[src/rtl/uart_rx_sipo.sv]
// UART receive deserializer: oversampled start detect, 7/8 data bits LSB first,
// optional parity, 1/2 stop bits; one-cycle rx_done pulse with held byte and error flags.
// Optional build macro UART_RX_MAJORITY_EN: 2-of-3 vote around each sample point (+1 cycle latency).
module uart_rx_sipo #(
  parameter int OVERSAMPLE  = 16,
  parameter int SYNC_STAGES = 2
) (
  input  logic       baud_clk,
  input  logic       arst_n,
  input  logic       rx,
  input  logic       data_length,
  input  logic       stop_bits,
  input  logic [1:0] parity_type,
  output logic [7:0] data_out,
  output logic       rx_done,
  output logic       rx_active,
  output logic       parity_err,
  output logic       frame_err
);

  localparam int CW = $clog2(OVERSAMPLE);
  localparam logic [CW-1:0] LAST_PT = CW'(OVERSAMPLE - 1);
`ifdef UART_RX_MAJORITY_EN
  // The vote needs the sample after the nominal point, so every decision lands one cycle late.
  localparam logic [CW-1:0] START_PT = CW'(OVERSAMPLE / 2);
`else
  localparam logic [CW-1:0] START_PT = CW'(OVERSAMPLE / 2 - 1);
`endif

  typedef enum logic [2:0] {S_IDLE, S_START, S_DATA, S_PARITY, S_STOP1, S_STOP2} state_t;

  state_t                 state_q, state_d;
  logic [SYNC_STAGES-1:0] sync_q;
  logic [CW-1:0]          cnt_q;
  logic [2:0]             bit_cnt_q;
  logic [7:0]             shadow_q;
  logic                   armed_q, perr_q, ferr_q;
  logic                   len_q, two_stop_q;
  logic [1:0]             par_q;
  logic [7:0]             data_out_q;
  logic                   rx_done_q, rx_active_q, parity_err_q, frame_err_q;

  logic rs, sample, tick, start_det, last_bit, complete, par_en;

  assign rs     = sync_q[SYNC_STAGES-1];
  assign par_en = par_q[1] ^ par_q[0];

  // Input synchronizer; flops reset to the idle line level.
  always_ff @(posedge baud_clk) begin
    if (!arst_n) sync_q <= '1;
    else         sync_q <= {sync_q[SYNC_STAGES-2:0], rx};
  end

`ifdef UART_RX_MAJORITY_EN
  logic [1:0] hist_q;
  // Two-deep history of rs feeding the 2-of-3 vote.
  always_ff @(posedge baud_clk) begin
    if (!arst_n) hist_q <= 2'b11;
    else         hist_q <= {hist_q[0], rs};
  end
  assign sample = (rs & hist_q[0]) | (rs & hist_q[1]) | (hist_q[0] & hist_q[1]);
`else
  assign sample = rs;
`endif

  // State register.
  always_ff @(posedge baud_clk) begin
    if (!arst_n) state_q <= S_IDLE;
    else         state_q <= state_d;
  end

  // Next-state logic: each non-idle state advances only on its sample tick.
  always_comb begin
    state_d = state_q;
    case (state_q)
      S_IDLE:   if (start_det) state_d = S_START;
      S_START:  if (tick) state_d = sample ? S_IDLE : S_DATA;
      S_DATA:   if (tick && last_bit) state_d = par_en ? S_PARITY : S_STOP1;
      S_PARITY: if (tick) state_d = S_STOP1;
      S_STOP1:  if (tick) state_d = two_stop_q ? S_STOP2 : S_IDLE;
      S_STOP2:  if (tick) state_d = S_IDLE;
      default:  state_d = S_IDLE;
    endcase
  end

  // Control strobes decoded from state and counters.
  always_comb begin
    tick = 1'b0;
    case (state_q)
      S_START:                             tick = (cnt_q == START_PT);
      S_DATA, S_PARITY, S_STOP1, S_STOP2:  tick = (cnt_q == LAST_PT);
      default:                             tick = 1'b0;
    endcase
    start_det = (state_q == S_IDLE) && armed_q && !rs;
    last_bit  = (bit_cnt_q == (len_q ? 3'd7 : 3'd6));
    complete  = tick && (((state_q == S_STOP1) && !two_stop_q) || (state_q == S_STOP2));
  end

  // Datapath: counters, shadow byte, error accumulation and held outputs.
  always_ff @(posedge baud_clk) begin
    if (!arst_n) begin
      cnt_q        <= '0;
      bit_cnt_q    <= '0;
      shadow_q     <= '0;
      armed_q      <= 1'b0;
      perr_q       <= 1'b0;
      ferr_q       <= 1'b0;
      len_q        <= 1'b0;
      two_stop_q   <= 1'b0;
      par_q        <= 2'b00;
      data_out_q   <= '0;
      rx_done_q    <= 1'b0;
      rx_active_q  <= 1'b0;
      parity_err_q <= 1'b0;
      frame_err_q  <= 1'b0;
    end else begin
      rx_done_q <= 1'b0;
      if (start_det) begin
        // Frame format is frozen here so mid-frame config writes cannot corrupt it.
        cnt_q      <= '0;
        bit_cnt_q  <= '0;
        shadow_q   <= '0;
        armed_q    <= 1'b0;
        perr_q     <= 1'b0;
        ferr_q     <= 1'b0;
        len_q      <= data_length;
        two_stop_q <= stop_bits;
        par_q      <= parity_type;
      end else if (state_q == S_IDLE) begin
        // A break must return high before another start is accepted.
        if (rs) armed_q <= 1'b1;
      end else begin
        cnt_q <= tick ? '0 : cnt_q + CW'(1);
        if (tick) begin
          case (state_q)
            S_START:  if (!sample) rx_active_q <= 1'b1;
            S_DATA: begin
              shadow_q[bit_cnt_q] <= sample;
              bit_cnt_q           <= bit_cnt_q + 3'd1;
            end
            S_PARITY: if (sample != ((^shadow_q) ^ par_q[0])) perr_q <= 1'b1;
            S_STOP1, S_STOP2: if (!sample) ferr_q <= 1'b1;
            default: ;
          endcase
        end
        if (complete) begin
          data_out_q   <= shadow_q;
          parity_err_q <= perr_q;
          frame_err_q  <= ferr_q | ~sample;
          rx_done_q    <= 1'b1;
          rx_active_q  <= 1'b0;
          // A high final stop sample counts as the line having returned idle.
          armed_q      <= sample;
        end
      end
    end
  end

  assign data_out   = data_out_q;
  assign rx_done    = rx_done_q;
  assign rx_active  = rx_active_q;
  assign parity_err = parity_err_q;
  assign frame_err  = frame_err_q;

endmodule

[config.mk]
export PLATFORM = sky130hd
export DESIGN_NAME = uart_rx_sipo
export DESIGN_NICKNAME = d
export VERILOG_FILES = /design/src/rtl/uart_rx_sipo.sv
export SDC_FILE = /design/constraint.sdc
export NUM_CORES = 1
export LEC_CHECK = 0
export CORE_ASPECT_RATIO = 0.9
export CORE_UTILIZATION = 30
export CTS_CLUSTER_DIAMETER = 50
export DETAILED_ROUTE_END_ITERATION = 8
export HOLD_SLACK_MARGIN = 0.15
export PLACE_DENSITY = 0.55
export SYNTH_ARGS = -nofsm -noshare
export SYNTH_HDL_FRONTEND = slang
export SYNTH_SLANG_ARGS = --single-unit
[constraint.sdc]
create_clock -name baud_clk -period 2 [get_ports baud_clk]
set_input_delay 0.6 -clock baud_clk [delete_from_list [all_inputs] [get_ports baud_clk]]
set_output_delay 0.6 -clock baud_clk [all_outputs]
set_load 0.05 [all_outputs]
After elaboration in Yosys (flattened, before gate mapping)
Cells that the tools add are included.
{"block": "op_classes", "add_sub_neg": 2, "order_cmp": 2, "n_eq_ne": 17, "mux": 24, "bitwise_logic": 7, "reduce_logical": 25}
{"op": "$mux 3", "n": 8}
{"op": "$pmux 3 s6", "n": 1}
{"op": "$ne 2x2->1 const B", "n": 7}
{"op": "$mux 1", "n": 10}
{"op": "$bwmux 8", "n": 1}
{"op": "$reduce_and 4->1", "n": 2}
{"op": "$reduce_xor 8->1", "n": 1}
{"op": "$eq 3x2->1 const B", "n": 2}
{"op": "$eq 3x3->1 const B", "n": 2}
{"op": "$logic_and 1x1->1", "n": 6}
{"op": "$reduce_and 3->1", "n": 2}
{"op": "$reduce_and 6->1", "n": 1}
{"op": "$reduce_bool 2->1", "n": 3}
{"op": "$reduce_and 5->1", "n": 1}
{"op": "$add 4x1->4 const B", "n": 1}
{"op": "$eq 4x3->1 const B", "n": 1}
{"op": "$eq 4x4->1 const B", "n": 1}
{"op": "$lt 3x4->1 const B", "n": 1}
{"op": "$mux 4", "n": 1}
{"op": "$not 1->1", "n": 4}
{"op": "$reduce_or 2->1", "n": 2}
{"op": "$reduce_or 4->1", "n": 1}
{"op": "$add 3x1->3 const B", "n": 1}
{"op": "$demux 1 s3", "n": 1}
{"op": "14 further kinds", "n": 16}
{"block": "totals", "ff_bits": 39, "input_bits": 7, "output_inout_bits": 12}

Depth between registers and ports, before layout
{"block": "logic_depth", "word_depth": 6, "ltp_mapped": 8, "depth_no_buf": 7}

Worst setup path before layout
OpenSTA, ideal clock, no wires.
{"block": "synth_timing", "path_kind": "reg-to-reg", "from": "register state_q[1]", "to": "register state_q[1]", "arrival_ns": 2.126, "t_required_ns": 1.930, "slack_ns": -0.195, "path_stages_with_launch": 9, "n_path_buf": 1, "synth_period_minus_slack_ns": 2.195, "cell_sequence": "dfxtp_1 > clkbuf_1 > inv_1 > ha_1 > xnor2_2 > nor3b_1 > or3_1 > or3_1 > a21oi_1"}
{"block": "synth_via", "elab_chain_len": 6}
{"element": "start: declaration", "line": "32", "rtl": "state_t state_q, state_d;"}
{"element": "start signal: assignment", "line": "69", "rtl": "else state_q <= state_d;"}
{"element": "$eq 3x3->1 or $eq 3x2->1 (tied branches)", "line": "75, 89"}
{"element": "$reduce_or 4->1", "line": "89", "rtl": "case (state_q)"}
{"element": "$pmux 1 s2", "line": "89"}
{"element": "$logic_and 1x1->1", "line": "78", "rtl": "S_DATA: if (tick && last_bit) state_d = par_en ? S_PARITY : S_STOP1;"}
{"element": "$ne 2x2->1 (no line)"}
{"element": "$reduce_and 6->1 (no line)"}
Several ways; a longest one is shown, not always the timed one.
A chain may end at the register's enable or synchronous reset.

Worst setup path in the final report
Ends and elaborated chain as after synthesis.

==> flow_summary.json <==
{
  "status": "finished, final reports clean",
  "worstRegToRegCells": 7,
  "p_comb_share_pct": 6.2,
  "ys_top_cells_by_count": "dfxtp_1, nor2_1, mux2i_1",
  "final_util_pct": 38.13,
  "antenna_found_initial": 0,
  "crit-reg2reg-launch": "state_q[1]",
  "grt_start_max_net_pins": 19,
  "drt-vias-per-instance": 4.702,
  "rsz0062_at_grt": "false",
  "min_to": "sync_q[1]",
  "place_congestion": 0.7435,
  "hpwl_um": 2512,
  "p_int_w": 0.001097,
  "ys_types": 36,
  "switching_share_pct": 21.63,
  "clock_path_buffers": 2,
  "synth_seq_cells": 39,
  "nNetsFinal": 229,
  "grt_usage_pct": 12.48,
  "r2r_slack_ns": 0.16,
  "critical_path_class": "register to register",
  "ys.flop_type": "dfxtp_1",
  "switchingPower_w": 0.0003027,
  "whs_path_depth": 1,
  "synth_most_common_cell": "dfxtp_1",
  "fin_setup_tns_ns": 0,
  "critPathCaptureType": "register",
  "vias": 1359,
  "synth_top_area_cell": "dfxtp_1",
  "std_cell_rows": 26,
  "seq_area_frac_synth_pct": 43.76,
  "drt-initial-drc-count": 55,
  "worstReg2RegEnd": "state_q[1]",
  "startpoint_type": "register",
  "crit_fanout": 4,
  "seq_power_share_pct": 56.6,
  "synth_area_leaders": "dfxtp_1, mux2i_1, nor2_1",
  "clock_sinks": 39,
  "fin_crit_sh_pct": 92.24,
  "diodes": 0,
  "worstHoldStart": "sync_q[0]",
  "synthCells": 192,
  "cts_root_buffer": "clkbuf_8",
  "fill_cells": 585,
  "ctsResizeCount": 0,
  "synthesis.nets": 202,
  "cts_tree": "done",
  "power.density_nw_per_um2": 644.6,
  "die_w_um": 83.29,
  "seqCellArea_um2": 780.7,
  "hold_path_class": "register to register",
  "area_growth_pct": 21.67,
  "slew_headroom_pct": 66.43,
  "dr.pass1.iters": 4,
  "arrival_ns": 2.06,
  "cts_buffers": 5,
  "ys_warn_count": 0,
  "fin_skew_ns": 0.004314,
  "antenna_left": 0,
  "drc": 0,
  "syn_avg_cell_area_um2": 9.293,
  "top_level_ports": 19,
  "crit_required_ns": 2.22,
  "drive_above_1_share_pct": 16.89,
  "clock.fmax_ghz": 0.5420,
  "yosysTopAreaCellShare_pct": 43.76,
  "async_reset_ff_share_pct": 0,
  "core_um2": 5693,
  "routedWlPerCell_um": 11.99,
  "die_h_um": 75.16,
  "clk_latency_ns": 0.28,
  "slew_viol_final": 0,
  "maxCapViolations": 0,
  "holdBufCountCts": 0,
  "synth-edff-count": 0,
  "io_buffer_count": 18,
  "clkTransAtPathRegs_ns": 0.07,
  "drt_wl_total_um": 3464,
  "setup_viol": 0,
  "period_needed_ns": 1.845,
  "grt_pass1_vias": 1269,
  "multi_input_area_um2": 970.9,
  "syn-cell-area_um2": 1784,
  "p_clk_share_pct": 37.2,
  "grt_pass1_wl_um": 6127,
  "dieArea_um2": 6260,
  "htree_num_levels": 2,
  "initial_core_util_pct": 31.34,
  "power.leakage_nw": 0.8175,
  "cts_setup_buffers": 0,
  "peakVddDrop_uv": 368.2,
  "hold_viol": 0,
  "tightest_slew_ns": 0.4997,
  "grt_overflow": 0
}
==> worst max path at each step <==
stage	startpoint	endpoint	slack, ns	depth (start not counted)
floorplan	state_q[1]	state_q[1]	0.02	8
global placement	state_q[1]	state_q[1]	0.16	7
detailed placement	state_q[1]	state_q[1]	0.14	7
CTS	state_q[1]	state_q[1]	0.12	7
global route	state_q[1]	state_q[1]	0.02	7
finish	state_q[1]	state_q[1]	0.16	7
==> flip-flops by register name, summed over array words and instances (netlist names) <==
register / flops
data_out: 8
shadow_q: 8
cnt_q: 4
bit_cnt_q: 3
state_q: 3
par_q: 2
sync_q: 2
armed_q: 1
ferr_q: 1
frame_err: 1
len_q: 1
parity_err: 1
perr_q: 1
rx_active: 1
rx_done: 1
two_stop_q: 1
==> logic make-up (layout without fill, tap and decap cells) <==
logic type               count (synthesis)  count (layout)  share of synthesized area, %
XOR/XNOR                                16              16                         9.047
buffers and inverters                   12              39                         3.155
flip-flops                              39              39                         43.76
AND/OR/NAND/NOR                         79              79                         23.63
AO/OA/AOI/OAI                           25              25                         8.205
adder cells (fa/ha/maj)                  3               3                         2.104
multiplexers                            18              18                         10.10
==> cell type report <==
cell class | count | share of cell area [%]
Multi-Input combinational cell | 141 | 44.73
Clock inverter | 1 | 0.2305
Timing Repair Buffer | 29 | 10.72
Inverter | 3 | 0.5187
Tap cell | 70 | 4.035
Sequential cell | 39 | 35.97
Clock buffer | 6 | 3.804
==> worst max-delay path, cell delays in order, from the launching register on <==
cell and delay, ns:
dfxtp_1 0.31, inv_1 0.15, ha_4 0.24, xnor2_4 0.22
nor3b_1 0.10, or3_1 0.33, or3_1 0.31, a21oi_1 0.11
==> per-stage QoR <==
| stage | cell area (um^2) | setup slack (ns) | power [W] | hold slack (ns) | std cells |
|---|---|---|---|---|---|
| after global routing | 2171 | 0.02409 | 0.001477 | 0.4443 | 289 |
| after CTS | 2171 | 0.1218 | 0.001429 | 0.4341 | 289 |
| after floorplan | 1809 | 0.01802 | 0.0008605 | 0.3863 | 192 |
| after global placement | 2083 | 0.1575 | 0.0008979 | 0.4113 | 282 |
| after detailed placement | 2083 | 0.1438 | 0.0008977 | 0.4053 | 282 |
| final | 2171 | 0.1551 | 0.001399 | 0.4308 | 289 |
==> cell usage in the layout (no fill, tap or decap), drive strengths merged <==
cell            n
a31oi           3
nand2b          7
nor2b           1
xnor3           1
nor3            5
a221oi          1
nand3           6
a41oi           2
nor4            2
nor2           30
dfxtp          39
clkinv          1
or2             1
o31ai           1
and2            2
clkdlybuf4s50   6
and2b           1
nand2          13
nand4b          2
mux2i          18
clkbuf          6
buf            23
ha              3
or3             3
nand3b          3
xnor2          12
nand4           2
a2bb2oi         1
inv             3
a21oi           6
nor3b           1
xor2            3
o21ai          11
==> metal layers <==
layer	vias to the layer above	track usage, %	routed length, um
li1	714	-	-
met1	615	17.34	1867
met2	25	18.94	1420
met3	5	3.399	148
met4	0	4.023	29
met5	-	0	0
==> power by group through the flow <==
stage	Combinational (W)	Sequential, W	Clock, W
6_report	0.0000863	0.000792	0.000521
5_1_grt	0.0000950	0.000793	0.000589
4_1_cts	0.0000880	0.000792	0.000549
3_5_place_dp	0.0000875	0.000810	0
3_3_place_gp	0.0000877	0.000810	0
2_1_floorplan	0.0000525	0.000808	0
Note: power is estimated with default switching activity, not from simulation.
